### src/rtl/ram512_stream_loader.sv
// Bulk-transfer controller in front of a RAM512: streams words into consecutive RAM locations
// (load) or streams consecutive locations out through a registered valid/ready port (dump).
module ram512_stream_loader #(
  parameter int unsigned WIDTH = 16,
  parameter int unsigned AW    = 9
) (
  input  logic                    clk,
  input  logic                    rst_n,
  input  logic                    cmd_load,
  input  logic                    cmd_dump,
  input  logic [AW-1:0]           base,
  input  logic [AW:0]             len,
  output logic                    busy,
  output logic                    done,
  input  logic                    s_valid,
  input  logic signed [WIDTH-1:0] s_data,
  output logic                    s_ready,
  output logic                    m_valid,
  output logic signed [WIDTH-1:0] m_data,
  input  logic                    m_ready,
  output logic [WIDTH-1:0]        ram_in,
  output logic                    ram_load,
  output logic [AW-1:0]           ram_address,
  input  logic [WIDTH-1:0]        ram_out
);

  localparam logic [AW:0] Depth = {1'b1, {AW{1'b0}}};
  localparam logic [AW:0] One   = {{AW{1'b0}}, 1'b1};

  typedef enum logic [1:0] {StIdle, StLoad, StDump, StDone} state_e;

  state_e                  state_q;
  logic [AW-1:0]           ptr_q;
  logic [AW:0]             rem_q;
  logic                    m_valid_q;
  logic signed [WIDTH-1:0] m_data_q;

  logic          load_beat;
  logic          dump_cap;
  logic          out_free;
  logic [AW:0]   len_clamped;

  assign len_clamped = (len > Depth) ? Depth : len;
  assign load_beat   = (state_q == StLoad) && s_valid && (rem_q != '0);
  // Output register can take a new word when empty or being drained this cycle.
  assign out_free    = !m_valid_q || m_ready;
  assign dump_cap    = (state_q == StDump) && (rem_q != '0) && out_free;

  always_ff @(posedge clk or negedge rst_n) begin
    if (!rst_n) begin
      state_q   <= StIdle;
      ptr_q     <= '0;
      rem_q     <= '0;
      m_valid_q <= 1'b0;
      m_data_q  <= '0;
    end else begin
      case (state_q)
        StIdle: begin
          if (cmd_load || cmd_dump) begin
            ptr_q <= base;
            rem_q <= len_clamped;
            if (len == '0) begin
              state_q <= StDone;
            end else if (cmd_load) begin
              state_q <= StLoad;
            end else begin
              state_q <= StDump;
            end
          end
        end
        StLoad: begin
          if (load_beat) begin
            ptr_q <= ptr_q + 1'b1;
            rem_q <= rem_q - One;
            if (rem_q == One) begin
              state_q <= StDone;
            end
          end
        end
        StDump: begin
          if (dump_cap) begin
            m_data_q  <= ram_out;
            m_valid_q <= 1'b1;
            ptr_q     <= ptr_q + 1'b1;
            rem_q     <= rem_q - One;
          end else if (m_valid_q && m_ready) begin
            m_valid_q <= 1'b0;
          end
          if ((rem_q == '0) && out_free) begin
            state_q <= StDone;
          end
        end
        StDone: begin
          state_q <= StIdle;
        end
        default: begin
          state_q <= StIdle;
        end
      endcase
    end
  end

  assign busy        = (state_q != StIdle);
  assign done        = (state_q == StDone);
  assign s_ready     = (state_q == StLoad) && (rem_q != '0);
  assign m_valid     = m_valid_q;
  assign m_data      = m_data_q;
  assign ram_load    = load_beat;
  assign ram_in      = load_beat ? s_data : '0;
  assign ram_address = ((state_q == StLoad) || (state_q == StDump)) ? ptr_q : '0;

endmodule
### config.mk
export PLATFORM = sky130hd
export DESIGN_NAME = ram512_stream_loader
export DESIGN_NICKNAME = d
export VERILOG_FILES = /design/src/rtl/ram512_stream_loader.sv
export SDC_FILE = /design/constraint.sdc
export NUM_CORES = 1
export LEC_CHECK = 0
export ABC_AREA = 1
export ABC_CLOCK_PERIOD_IN_PS = 2200
export CAP_MARGIN = 15
export CORE_ASPECT_RATIO = 0.8
export CORE_MARGIN = 1.5
export CORE_UTILIZATION = 44
export CTS_CLUSTER_SIZE = 25
export DETAILED_ROUTE_END_ITERATION = 16
export MAX_ROUTING_LAYER = met4
export PLACE_DENSITY = 0.84
export SLEW_MARGIN = 10
export SYNTH_ARGS = -nofsm -noshare
export SYNTH_HDL_FRONTEND = slang
export SYNTH_SLANG_ARGS = --single-unit
### constraint.sdc
create_clock -name clk -period 2.2 [get_ports clk]
set_input_delay 0.44 -clock clk [delete_from_list [all_inputs] [get_ports clk]]
set_output_delay 0.44 -clock clk [all_outputs]
set_load 0.05 [all_outputs]
==> tab_implementation.tex <==
\begin{tabular}{lr}
\hline
Metric & Value \\
\hline
\multicolumn{2}{l}{\textbf{Critical path}} \\
Stage delay of the slowest cell on the critical path & 0.45 ns \\
Startpoint of the lowest-slack register-to-register path & state\_q[0] \\
Worst r2r dst & rem\_q[4] \\
Count of buffer and inverter cells on the critical path & 3 \\
Count of cells along the worst register-to-register path & 10 \\
List of cells traversed by the critical path & inv\_2 -> ha\_4 -> nand2\_1 -> o21bai\_4 -> buf\_12 -> nor2\_1 -> buf\_12 \\
Critical path fanouts, max & 19 \\
Classification of the worst setup path & register to output port \\
Sort of element at the start of the critical path & register \\
Most prevalent standard cell on the critical path & sky130\_fd\_sc\_hd\_\_buf\_12 \\
Cell type of the slowest stage on the worst timing path & sky130\_fd\_sc\_hd\_\_dfrtp\_2 \\
Reg2Reg Setup Slack & 0.28 ns \\
Worst EP required & 1.76 ns \\
Cell family contributing the most delay on the critical path & flip-flops \\
WP data arrival & 1.70 ns \\
CP Capture Type & output port \\
\multicolumn{2}{l}{\textbf{Run}} \\
Max-capacitance violation count & 0 \\
\multicolumn{2}{l}{\textbf{Detailed routing}} \\
Number of design-rule violations left by the first detailed-router iteration & 127 \\
Post-DR vias/cell & about 5 \\
Via count & 2811 \\
Post-detailed-route DRC marker count & 0 \\
DRT Pass-1 Iters & 5 \\
Final routed wire length divided by cell count & 13.0 µm \\
Antenna-violating nets left & 0 \\
Routed wire length & approximately 7300 µm \\
\multicolumn{2}{l}{\textbf{Floorplan}} \\
Rows & 24 \\
Area of the die & 0.00629 mm² \\
Starting utilization of the core area & 46.4\% \\
Y dimension of the die & a little over 70 µm \\
Total core area & around 0.0055 mm² \\
Horiz. Die Dim & 88.3 µm \\
Number of primary I/O pins & 103 \\
\multicolumn{2}{l}{\textbf{Power}} \\
Overall power of the completed layout & 6.87 mW \\
Worst VDD drop & 1170 µV \\
Static leakage power & 2.07 nW \\
Total power density per cell area & 1680 mW/mm² \\
\multicolumn{2}{l}{\textbf{Final layout}} \\
Diodes inserted & 0 \\
Net total in the final layout & 546 \\
Most common cell after layout, fill and taps aside & sky130\_fd\_sc\_hd\_\_nand2\_1 \\
Most frequent cells in the layout & sky130\_fd\_sc\_hd\_\_nand2\_1, sky130\_fd\_sc\_hd\_\_clkdlybuf4s50\_1, sky130\_fd\_sc\_hd\_\_inv\_1, sky130\_fd\_sc\_hd\_\_dfrtp\_1, sky130\_fd\_sc\_hd\_\_nor2\_1 \\
Final Util & 73.8\% \\
Non-filler instance count after layout & 560 \\
Share of final-layout standard cells stronger than drive strength 1 & roughly 18\% \\
Layout overhead on the synthesized area & 59.3\% \\
Layout Cell Area excl Fill & 0.00408 mm² \\
\multicolumn{2}{l}{\textbf{Placement}} \\
Total instance count after detailed placement & 550 \\
Port buffer count & 102 \\
Pre-CTS setup slack & -0.0813 ns \\
Placed cell areas & 0.00390 mm² \\
HPWL Detailed & around 5400 µm \\
Routability congestion estimate from global placement & 0.930 \\
\multicolumn{2}{l}{\textbf{Clock tree}} \\
Number of buffers on the longest clock path & 2 \\
H-tree levels & 2 \\
TritonCTS clock tree & done \\
Clock transition at path regs & 0.08 ns \\
Number of clock sinks & 38 \\
CTS root buf & sky130\_fd\_sc\_hd\_\_clkbuf\_8 \\
TritonCTS buffer count & 5 \\
\# hold bufs at CTS & 0 \\
Clock latency on the worst-skew pair & a little under 0.3 ns \\
\multicolumn{2}{l}{\textbf{Global routing}} \\
Pin count of the biggest net entering global routing & 39 \\
Met1 Track Usage GR & 29.9\% \\
Most crowded layer after global routing & met2 \\
Tot GR Track Use & $\sim$24\% \\
Initial antenna violation count & 0 \\
Met3 routing resource usage after global routing & 5.07\% \\
Global-route wire length before repair & roughly 12000 µm \\
Via count of the first global-routing pass & 2606 \\
Remaining global-route overflow & 0 \\
Met2 Use GR & 39.8\% \\
\multicolumn{2}{l}{\textbf{STA}} \\
Endpoints failing hold & 0 \\
Max\_slew headroom & 44.4\% \\
Setup repair after global routing missed its margin & yes \\
Worst Slack Setup Final & 0.0568 ns \\
Shortest clock period the worst path allows after layout & 2.14 ns \\
Fmax achieved & 467 MHz \\
Final-layout setup total negative slack & 0 ns \\
Largest clock skew in the final design & approximately 0.0058 ns \\
Worst hold-check slack & $\sim$0.24 ns \\
Total setup violations reported at the end of the flow & 0 \\
Final worst path period share & between 90\% and 100\% \\
Max-slew violation count & 0 \\
Worst-margin pin slew & around 0.83 ns \\
\multicolumn{2}{l}{\textbf{Synth}} \\
Synthesized area per cell & 6.79 µm² \\
Synthesized netlist cell count & 377 \\
Share of synthesized registers carrying an async set or reset & 100\% \\
Total of flip-flops plus latches after synthesis & 38 \\
Count of cell types in the netlist & 30 \\
Synthesized cell area & 0.00256 mm² \\
Number of warning messages in the yosys log & 0 \\
Nets in the synthesized netlist & $\sim$440 \\
Seq/Total Area, Yosys & 37.1\% \\
Post-synth top flop & sky130\_fd\_sc\_hd\_\_dfrtp\_1 \\
Number of flops mapped to enable cells by yosys & 0 \\
\multicolumn{2}{l}{\textbf{Min path}} \\
Class of the tightest hold or removal check & input pin to asynchronous set/reset pin \\
\multicolumn{2}{l}{\textbf{Status}} \\
Outcome & finished clean \\
\hline
\end{tabular}
## Yosys cell counts (2+ instances only)
master / count / area share (%)
sky130_fd_sc_hd__a21oi_1: 8 / 1.6
sky130_fd_sc_hd__buf_1: 2 / 0.29
sky130_fd_sc_hd__buf_2: 2 / 0.39
sky130_fd_sc_hd__buf_6: 4 / 1.8
sky130_fd_sc_hd__clkbuf_1: 3 / 0.44
sky130_fd_sc_hd__dfrtp_1: 38 / 37
sky130_fd_sc_hd__ha_1: 8 / 3.9
sky130_fd_sc_hd__inv_1: 49 / 7.2
sky130_fd_sc_hd__mux2i_1: 2 / 0.78
sky130_fd_sc_hd__nand2_1: 127 / 19
sky130_fd_sc_hd__nand2_2: 14 / 3.4
sky130_fd_sc_hd__nand3_1: 28 / 5.5
sky130_fd_sc_hd__nand4_1: 2 / 0.49
sky130_fd_sc_hd__nor2_1: 40 / 5.9
sky130_fd_sc_hd__nor2_2: 5 / 1.2
sky130_fd_sc_hd__o21ai_0: 28 / 5.5
sky130_fd_sc_hd__o21bai_1: 2 / 0.59
sky130_fd_sc_hd__or2_2: 3 / 0.73
## sequential cells by signal (all words and copies together), names as in the netlist
register  count
rem_q        10
m_data       16
m_valid       1
ptr_q         9
state_q       2
## repair_timing
action / in CTS / in global routing
resized for setup: 3 / 16
pin swaps: 1 / 0
cloned: 0 / 0
endpoints found under the setup margin: 33 / 43
buffers inserted: 1 / 1
## final cells by class
class                      count  area, µm²
fill                         402       1450
clock buffer                   7       86.3
timing repair buffer         110       1360
sequential                    38        953
inverter                      49        184
multi-input combinational    277       1400
clock inverter                 1       5.00
tap                           78       97.6
## worst max-delay path by stage
stage                from         end  cells after the start
3_3_place_gp     rem_q[0]   m_data[3]                      8
6_report       state_q[1]   ram_in[8]                      7
3_5_place_dp     rem_q[0]   m_data[8]                      8
2_1_floorplan  state_q[1]  ram_in[10]                      6
5_1_grt        state_q[1]   ram_in[8]                      7
4_1_cts        state_q[1]   ram_in[1]                      7
## cells by family after synthesis
family | count (synthesis) | share of synthesized area, %
simple gates | 223 | 37.9
buf+inv | 62 | 10.6
compound gates | 43 | 9.38
flops | 38 | 37.1
fa+ha+maj | 8 | 3.91
mux | 2 | 0.782
xor+xnor | 1 | 0.342
## routing by layer
layer  wire length, µm  vias to the layer above
met5                 0                        -
met4               173                        0
met3               576                       19
met2              3580                      126
met1              2970                     1288
li1                  -                     1378
## power by group
part | switching, mW | internal [mW]
Sequential | 0.282 | 1.05
Combinational | 3.15 | 1.88
Clock | 0.251 | 0.253
No activity file was read; power rests on OpenSTA's default activity.
